File: src/rtl/bounce_gen_multi.sv
// bounce_gen_multi: multi-channel contact-bounce generator.
//
// Each channel watches a clean input level and, when it changes, emits a
// pseudo-random burst of edges before settling on the new level. Phase
// lengths and bounce counts come from one shared 16-bit Galois LFSR.
// Each channel sees the LFSR rotated by its own index, so channels that
// switch together still bounce differently.
//
// Parameters:
//   NUM_CH            number of channels (1..16)
//   MIN_BOUNCE_CLOCKS minimum phase length in clocks
//   DELAY_BITS        random phase extension width (phase = MIN + 0..2^DELAY_BITS-1)
//   MIN_BOUNCES       minimum edges toward target per transition
//   COUNT_BITS        random bounce extension width
//   LFSR_SEED         LFSR reset value (nonzero)
//
// Ports:
//   clk        clock, rising edge
//   rst        synchronous active-high reset
//   en         1: bounce generation, 0: registered pass-through
//   sig_in     clean per-channel input levels
//   bounce_out registered per-channel bouncy outputs
//   busy       per-channel, high while a bounce sequence is in progress
module bounce_gen_multi #(
  parameter int unsigned NUM_CH            = 4,
  parameter int unsigned MIN_BOUNCE_CLOCKS = 1000,
  parameter int unsigned DELAY_BITS        = 12,
  parameter int unsigned MIN_BOUNCES       = 2,
  parameter int unsigned COUNT_BITS        = 2,
  parameter logic [15:0] LFSR_SEED         = 16'hACE1
) (
  input  logic              clk,
  input  logic              rst,
  input  logic              en,
  input  logic [NUM_CH-1:0] sig_in,
  output logic [NUM_CH-1:0] bounce_out,
  output logic [NUM_CH-1:0] busy
);

  // Widths hold the largest loadable phase length and bounce count.
  localparam int unsigned PhW  = $clog2(MIN_BOUNCE_CLOCKS + 2**DELAY_BITS);
  localparam int unsigned CntW = $clog2(MIN_BOUNCES + 2**COUNT_BITS);

  typedef enum logic [1:0] {StIdle, StAway, StToward} state_e;

  // Shared Galois LFSR, x^16+x^14+x^13+x^11+1, free-running.
  logic [15:0] lfsr_q, lfsr_d;

  always_comb begin
    lfsr_d = {1'b0, lfsr_q[15:1]} ^ (lfsr_q[0] ? 16'hB400 : 16'h0000);
  end

  always_ff @(posedge clk) begin
    if (rst) begin
      lfsr_q <= LFSR_SEED;
    end else begin
      lfsr_q <= lfsr_d;
    end
  end

  for (genvar i = 0; i < NUM_CH; i++) begin : g_ch
    state_e          state_q, state_d;
    logic            target_q, target_d;
    logic            out_q, out_d;
    logic [PhW-1:0]  phase_q, phase_d, phase_load;
    logic [CntW-1:0] rem_q, rem_d, rem_load;
    logic [31:0]     rot_dbl;
    logic [15:0]     rnd;
    logic            busy_ch;
    logic            unused_rnd;

    // Upper half of the doubled word shifted left by i is rotl(lfsr, i).
    assign rot_dbl    = {lfsr_q, lfsr_q} << i;
    assign rnd        = rot_dbl[31:16];
    assign phase_load = PhW'(MIN_BOUNCE_CLOCKS) + PhW'(rnd[DELAY_BITS-1:0]);
    assign rem_load   = CntW'(MIN_BOUNCES) + CntW'(rnd[15 -: COUNT_BITS]);
    assign unused_rnd = ^{rot_dbl[15:0], rnd};

    always_ff @(posedge clk) begin
      if (rst) begin
        state_q  <= StIdle;
        target_q <= 1'b0;
        out_q    <= sig_in[i];
        phase_q  <= '0;
        rem_q    <= '0;
      end else begin
        state_q  <= state_d;
        target_q <= target_d;
        out_q    <= out_d;
        phase_q  <= phase_d;
        rem_q    <= rem_d;
      end
    end

    always_comb begin
      state_d  = state_q;
      target_d = target_q;
      out_d    = out_q;
      phase_d  = phase_q;
      rem_d    = rem_q;
      if (!en) begin
        state_d = StIdle;
        out_d   = sig_in[i];
      end else begin
        case (state_q)
          StIdle: begin
            if (sig_in[i] != out_q) begin
              target_d = sig_in[i];
              rem_d    = rem_load;
              phase_d  = phase_load;
              state_d  = StAway;
            end
          end
          StAway: begin
            // Abort wins over a coincident phase expiry.
            if (sig_in[i] != target_q) begin
              out_d   = sig_in[i];
              state_d = StIdle;
            end else if (phase_q == PhW'(1)) begin
              out_d = target_q;
              rem_d = rem_q - CntW'(1);
              if (rem_q == CntW'(1)) begin
                state_d = StIdle;
              end else begin
                phase_d = phase_load;
                state_d = StToward;
              end
            end else begin
              phase_d = phase_q - PhW'(1);
            end
          end
          StToward: begin
            if (sig_in[i] != target_q) begin
              out_d   = sig_in[i];
              state_d = StIdle;
            end else if (phase_q == PhW'(1)) begin
              out_d   = ~target_q;
              phase_d = phase_load;
              state_d = StAway;
            end else begin
              phase_d = phase_q - PhW'(1);
            end
          end
          default: state_d = StIdle;
        endcase
      end
    end

    always_comb begin
      busy_ch = (state_q != StIdle);
    end

    assign busy[i]       = busy_ch;
    assign bounce_out[i] = out_q;
  end

endmodule

File: config.mk
export PLATFORM = sky130hd
export DESIGN_NAME = bounce_gen_multi
export DESIGN_NICKNAME = d
export VERILOG_FILES = /design/src/rtl/bounce_gen_multi.sv
export SDC_FILE = /design/constraint.sdc
export NUM_CORES = 1
export LEC_CHECK = 0
export ABC_CLOCK_PERIOD_IN_PS = 2600
export CORE_ASPECT_RATIO = 1.75
export CORE_MARGIN = 5
export CORE_UTILIZATION = 45
export DETAILED_ROUTE_END_ITERATION = 8
export GPL_TIMING_DRIVEN = 0
export PLACE_DENSITY = 0.69
export SYNTH_ARGS = -nofsm -noshare
export SYNTH_HDL_FRONTEND = slang
export SYNTH_SLANG_ARGS = --single-unit
File: constraint.sdc
create_clock -name clk -period 2.6 [get_ports clk]
set_input_delay 0.39 -clock clk [delete_from_list [all_inputs] [get_ports clk]]
set_output_delay 0.39 -clock clk [all_outputs]
set_load 0.005 [all_outputs]
==> results of run 1 <==
sequential cells by signal, indices dropped and copies added, names as in the netlist:
name	flops
g_ch.rem_q	12
g_ch.out_q	4
g_ch.target_q	4
g_ch.state_q	8
g_ch.phase_q	52
g_ch.rnd	16
kinds of logic (layout without fill, tap and decap cells):
kind of cell	after synthesis	count (layout)	synth area share (%)
compound gates	268	268	26.4
mux	19	19	2.77
flops	96	96	28.0
fa+ha+maj	45	45	8.04
simple gates	298	298	22.2
xor+xnor	38	38	4.75
buf+inv	129	164	7.84
cells in the mapped netlist, types with 6 or more instances:
cell type	number	area, um^2
a31oi_1	10	62.6
dfxtp_1	92	1840
nand2_1	69	259
ha_1	45	563
or2_2	8	50.1
inv_1	59	221
nor3_1	36	180
xor2_1	11	96.3
o211a_1	8	80.1
o21ai_0	62	310
nand3_1	18	90.1
or3_1	20	125
o31ai_1	10	75.1
or3b_2	7	61.3
nor2_1	70	263
clkbuf_1	41	154
buf_2	10	50.1
o32ai_1	19	166
a211oi_1	13	97.6
a21oi_1	67	335
o311ai_0	7	61.3
o211ai_1	6	45.0
o41ai_1	8	70.1
nor2b_1	15	93.8
nor4_1	11	68.8
or4_1	14	105
xnor2_1	27	236
buf_4	10	75.1
mux2i_1	16	160
per-stage QoR:
step           worst slack, ns  std cells  hold slack (ns)
6_report                0.0744       1114            0.469
5_1_grt                -0.0166       1114            0.478
4_1_cts                0.00337       1108            0.465
3_5_place_dp            -0.427       1091            0.459
3_3_place_gp            -0.419       1091            0.443
2_1_floorplan            0.208        893            0.434
worst max-delay path by stage:
| stage | slack [ns] | start | to | cells past startpoint |
|---|---|---|---|---|
| final | 0.07 | g_ch[2].phase_q[1] | g_ch[2].phase_q[10] | 9 |
| after global routing | -0.02 | g_ch[2].state_q[1] | g_ch[2].phase_q[12] | 9 |
| after CTS | 0.003 | g_ch[2].phase_q[0] | g_ch[2].state_q[0] | 7 |
| after detailed placement | -0.43 | sig_in[1] | g_ch[1].phase_q[6] | 7 |
| after global placement | -0.42 | en | g_ch[2].phase_q[9] | 7 |
| after floorplan | 0.21 | g_ch[2].phase_q[0] | g_ch[2].phase_q[4] | 8 |
layer usage:
metal | up-vias | wire length (um) | GRT usage, % | share of wire (%)
li1 | 3312 | - | - | -
met1 | 3229 | 8230 | 24.4 | 40
met2 | 158 | 10600 | 40.1 | 51
met3 | 67 | 654 | 2.70 | 3.2
met4 | 0 | 1220 | 13.5 | 5.9
met5 | - | 0 | 0 | 0
area by class of cell:
type / instances / share of cell area (%)
Tap cell: 186 / 2.94
Buffer: 64 / 4.08
Clock inverter: 5 / 1.03
Inverter: 61 / 2.89
Sequential cell: 96 / 24.8
Multi-Input combinational cell: 668 / 58.8
Timing Repair Buffer: 23 / 2.56
Clock buffer: 11 / 2.94
repair_timing:
action                     CTS  global route
hold endpoints to repair     0             0
gates cloned                 0             1
gates resized for setup     14            34
pin swaps                    2             4
setup endpoints to repair   36            54
buffers inserted             2             8
hold buffers                 0             0
worst max-delay path, delay by kind of cell (launching register included):
family	cells	cell delay, ns
compound gates	2	0.31
fa+ha+maj	1	0.18
buf+inv	3	0.52
flops	1	0.34
simple gates	3	1.08
power by group:
part           internal (mW)  switching (mW)  leakage [nW]
clock                  0.845           0.613         0.150
combinational          0.626           0.939          2.04
sequential              1.61           0.139         0.796
total                   3.08            1.69          2.98
==> results.txt, run 1 <==
The run finished with clean final reports. The startpoint of the most critical register-to-register path is g_ch[2].phase_q[1]. The worst hold path depth is 2. The worst setup path is captured at a flop. The gate count of the mapped netlist is 893. The count of flip-flops with a built-in enable after synthesis came out at 4.

The area taken by flip-flops and latches is 1960 um^2. In the routed design, unresolved DRC markers number 0. In this run the register-to-register setup slack is 0.07 ns.

The top cell types in the final layout, fill and taps aside, are dfxtp_1 (91), nor2_1 (70), nand2_1 (68). The number of antenna violations at the first check in global routing came to 0. The maximum clock frequency came out at 0.396 GHz. The count of clock tree sinks is 96. The async set-or-reset flop fraction in the synthesized netlist is 0%.

The vertical die dimension is 175 um. The area overhead of the layout relative to synthesis came out at 13.0%. Traced cell by cell, the critical path runs through inv_1 > ha_1 > or4b_1 > buf_4 > nor4_4 > and3_4 > clkbuf_4 > a211oi_1 > o32ai_1. The number of cell instances on the worst register-to-register path is 9. The number of violations of the max-capacitance limit is 0.

The clock transition at the registers of the reported paths came out at 0.07 ns. Leaving out fill and tap cells, the most frequent cell in the layout is dfxtp_1. The HPWL after detailed placement is 14900 um.

The clock passes through at most 2 buffers. The path with the worst hold slack has its endpoint at g_ch[1].phase_q[6]. The worst slew slack as a fraction of its limit is 36.7%.

The max-slew violation count is 0. The number of fillers in the final layout came out at 1524. The via count of the routed design is 6766.

The final RePlAce weighted congestion came out at 0.947. TritonCTS built the clock tree. The worst path arrival time is 2.79 ns. The number of failing hold endpoints at the final stage came to 0.

The overflow left after global routing came out at 0. The final cell utilization of the core is 51.7%. The worst hold path begins at g_ch[1].phase_q[6].

The largest single stage delay on the critical path is 0.45 ns. The type of origin of the critical path is a flop. In this run the static leakage power is 2.98 nW. The core area is 15300 um^2. The worst-case clock skew is 0.0137 ns. The path class of the tightest hold or removal check is reg2reg. The sum of internal, switching and leakage power is 4.77 mW. The post-route cell area is 7920 um^2.

Across the VDD grid, the largest voltage drop is 0.302 mV. The global router's overall resource usage is 22.2%. The required time at the worst-slack endpoint came out at 2.86 ns. In this run the number of H-tree levels came out at 3. The final layout contains 975 nets. The source-to-sink clock delay at the later pin of the worst-skew pair is 0.35 ns. The area of the mapped netlist came out at 7010 um^2.

The die is 104 um wide. The number of warnings issued by yosys is 0. The count of TritonRoute iterations in the first routing pass came out at 5.

The total of buffers placed on input and output ports is 12. The combined area of the multi-input logic cells came out at 4650 um^2. The placement-stage cell area is 7360 um^2. The wire length of the first global-routing pass came out at 33800 um. The antenna diode instance count came out at 0. Setup repair after global routing could not meet its margin everywhere. The synthesized netlist net count came out at 945.

The standard-cell row count came out at 60. The transition time of the tightest slew-check pin came out at 0.941 ns. The number of nets with antenna violations after routing came out at 0. The highest net fanout along the worst path is 10. Summed over all layers, the routed wires come to 20700 um. Sequential elements use 28.0% of the synthesized area. The average instance in the mapped netlist occupies 7.85 um^2.

The total CTS buffers came out at 9. The number of distinct library cell variants in the gate-level netlist after synthesis came out at 81. The floorplan step defined a die boundary enclosing 18300 um^2.

The total power per unit cell area came out at 603 nW/um^2. Once the floorplan was initialized, standard cells occupied 45.8% of the core. The sum of negative setup slack is 0 ns. Among all stages on the critical path, the largest delay is contributed by or4b_1. The most used flip-flop cell after synthesis is dfxtp_1.

The ratio of cells with drive above 1 in the final layout came out at 11.3%. Entering global routing, the biggest net connects 16 pins. Of the available clock period, the critical path in the final layout requires 97.1%.

In this run, the number of DRC markers left after iteration 0 of detailed routing was 484. The capture point of the worst reg-to-reg path is g_ch[2].phase_q[10]. The top-level I/O count came out at 15. The cell sitting at the root of the clock tree is a clkbuf_16. The class of the most critical setup path is reg2reg. The worst path needs 2.53 ns of the cycle, external delays included.

The synthesized flop and latch total came out at 96. The count of endpoints failing setup in the final report is 0. In the routed layout, each cell is associated on average with a via count of 6.07. Dividing the detail-routed wire length by the instance count gives 18.6 um. The via count of the first global-routing pass came out at 6796.
No activity file was read; power rests on OpenSTA's default activity.
==> run 2, diff against run 1 <==
--- a/config.mk
+++ b/config.mk
@@ -8,10 +8,10 @@
 export ABC_CLOCK_PERIOD_IN_PS = 2600
 export CORE_ASPECT_RATIO = 1.75
 export CORE_MARGIN = 5
-export CORE_UTILIZATION = 45
+export CORE_UTILIZATION = 40
 export DETAILED_ROUTE_END_ITERATION = 8
 export GPL_TIMING_DRIVEN = 0
-export PLACE_DENSITY = 0.69
+export PLACE_DENSITY = 0.63
 export SYNTH_ARGS = -nofsm -noshare
 export SYNTH_HDL_FRONTEND = slang
 export SYNTH_SLANG_ARGS = --single-unit
==> run 2 against run 1 <==
  * Sequential power about the same
  * Via count is 0.52% lower
  * Combinational power about the same
==> results.txt, run 2 (synthesis gave the netlist of run 1 again) <==
The flow ran to the end, and the final reports show no timing, DRC or antenna violations. The die is 185 um tall. The final RePlAce weighted congestion is 0.912.

The average wire per cell in the routed design is 18.4 um. At the end of the flow, the number of nets in the layout was 974. The maximum clock frequency came out at 0.397 GHz. The number of vias per cell after detailed routing is 5.82. The top-level I/O count is 15. The shortest clock period the worst path allows after layout is 2.52 ns.

The largest buffer count on any clock path is 2. The worst-case IR drop observed on VDD is 0.350 mV. The clock reaches the later pin of the worst-skew pair after 0.35 ns. The ratio of cells with drive above 1 in the final layout is 11.3%.

The multi-input combinational cells in the finished layout cover a total of 4640 um^2. The post-route clock period utilization came out at 96.9%. For this configuration, the core starts out at a cell density of 40.3%. The flip-flop count of the largest register after layout came out at 52. The maximum level of the CTS H-tree came out at 3.

The number of nets with antenna violations after routing is 0. The via count of the routed design is 6731. The type of origin of the critical path is a flop. The post-route cell area came out at 7930 um^2.

The count of endpoints failing setup in the final report came out at 0. For this block, the routed nets add up to 21300 um of wire. The placement-stage cell area came out at 7420 um^2. The wire length of the first global-routing pass is 34400 um.

Leaving out fill and tap cells, the most frequent cell in the layout is dfxtp_1. Clock skew on the completed layout was measured at 0.0122 ns. The total power per unit cell area came out at 587 nW/um^2. The max-slew violation count came out at 0. The placed wire-length estimate came out at 15600 um. The transition time of the tightest slew-check pin came out at 1.03 ns. The overall die area came out at 20400 um^2.

Fill cells in the final layout number 1785. Along the worst path, the maximum fanout reaches 10. The register with the most flip-flops is g_ch.phase_q. The worst path arrival time came out at 2.73 ns.

The total of buffers placed on input and output ports is 12. The standard-cell row count is 64. The number of violations reported at the end of detailed-routing iteration 0 is 342. The total CTS buffers came out at 9. The count of TritonRoute iterations in the first routing pass is 7. After detailed routing, the number of remaining DRC violations is 0. The global router's overall resource usage is 21.5%. Summed over all layers, the global routing overflow is 0. The library cells used most frequently in the layout, excluding fill and tap cells, are dfxtp_1 (91), nor2_1 (70), nand2_1 (68).

The number of violations of the max-capacitance limit is 0. The sum of internal, switching and leakage power is 4.66 mW. The sum of negative setup slack came out at 0 ns. The required time at the worst-slack endpoint is 2.81 ns. The clock transition at the registers of the reported paths came out at 0.07 ns.

Entering global routing, the biggest net connects 16 pins. The worst setup slack after layout is 0.0811 ns. The TritonCTS clock tree is done. Setup repair after global routing left no endpoint under its margin. The number of failing hold endpoints at the final stage is 0. Before CTS, the worst setup slack after placement is -0.416 ns.

Hold timing on the final database bottoms out at a slack of 0.470 ns. The antenna diode instance count came out at 0. The min-delay analysis places its worst path in the category reg2reg.

The setup path with the least slack is of type reg2reg. STA classifies the critical path endpoint as a flop. In this run the static leakage power is 2.97 nW. The area overhead of the layout relative to synthesis came out at 13.2%. For this design, the CTS-stage hold fixing added 0 buffers. The area taken by flip-flops and latches is 1960 um^2.

The number of antenna violations at the first check in global routing is 0. The x dimension of the die is 110 um. The worst slew slack as a fraction of its limit is 31.6%.

The clock drives 96 sinks. The root buffer cell chosen for the clock tree is clkbuf_16. The floorplan step defined a core boundary enclosing 17400 um^2.

The via count of the first global-routing pass came to 6726.
[run 2: power by group]
part / total, mW / internal [mW] / switching [mW]
sequential: 1.75 / 1.61 / 0.143
clock: 1.35 / 0.730 / 0.617
combinational: 1.56 / 0.620 / 0.936
[run 2: critical path: stages (launching register included)]
cell and delay, ns:
dfxtp_1 0.35, or3_1 0.36, buf_2 0.18, or4b_4 0.57, or3_1 0.40, buf_6 0.15, nand2_2 0.11, buf_8 0.15
o32ai_1 0.10
[run 2: final timing paths]
kind	to	slack, ns	startpoint	depth (start not counted)
setup / recovery	g_ch[1].phase_q[4]	0.08	g_ch[1].phase_q[7]	8
hold / removal	g_ch[1].phase_q[6]	0.47	g_ch[1].phase_q[6]	2
setup reg to reg	g_ch[1].phase_q[4]	0.08	g_ch[1].phase_q[7]	8
hold reg to reg	g_ch[1].phase_q[6]	0.47	g_ch[1].phase_q[6]	2
[run 2: final cells by class]
cell class,instances,share of cell area (%)
buffer,64,4.10
inverter,61,2.89
tap,231,3.64
clock buffer,11,3.33
sequential,96,24.8
clock inverter,4,0.316
multi-input combinational,668,58.5
timing repair buffer,22,2.46
[run 2: stage by stage]
step / cells / util, %
floorplan: 893 / -
global placement: 1136 / 42.7
detailed placement: 1136 / 42.7
CTS: 1153 / 44.8
global route: 1157 / 45.6
finish: 1157 / 45.6
[run 2: timing repair]
| action | CTS | global route |
|---|---|---|
| setup buffers | 3 | 7 |
| pin swaps | 3 | 6 |
| resized for setup | 17 | 30 |
| setup endpoints to repair | 36 | 48 |
[run 2: routing by layer]
layer	global-route usage, %	wire (um)	vias up
met4	12.3	1160	0
met2	38.8	11100	138
met5	0	0	-
li1	-	-	3309
met3	3.07	758	60
met1	23.4	8330	3224
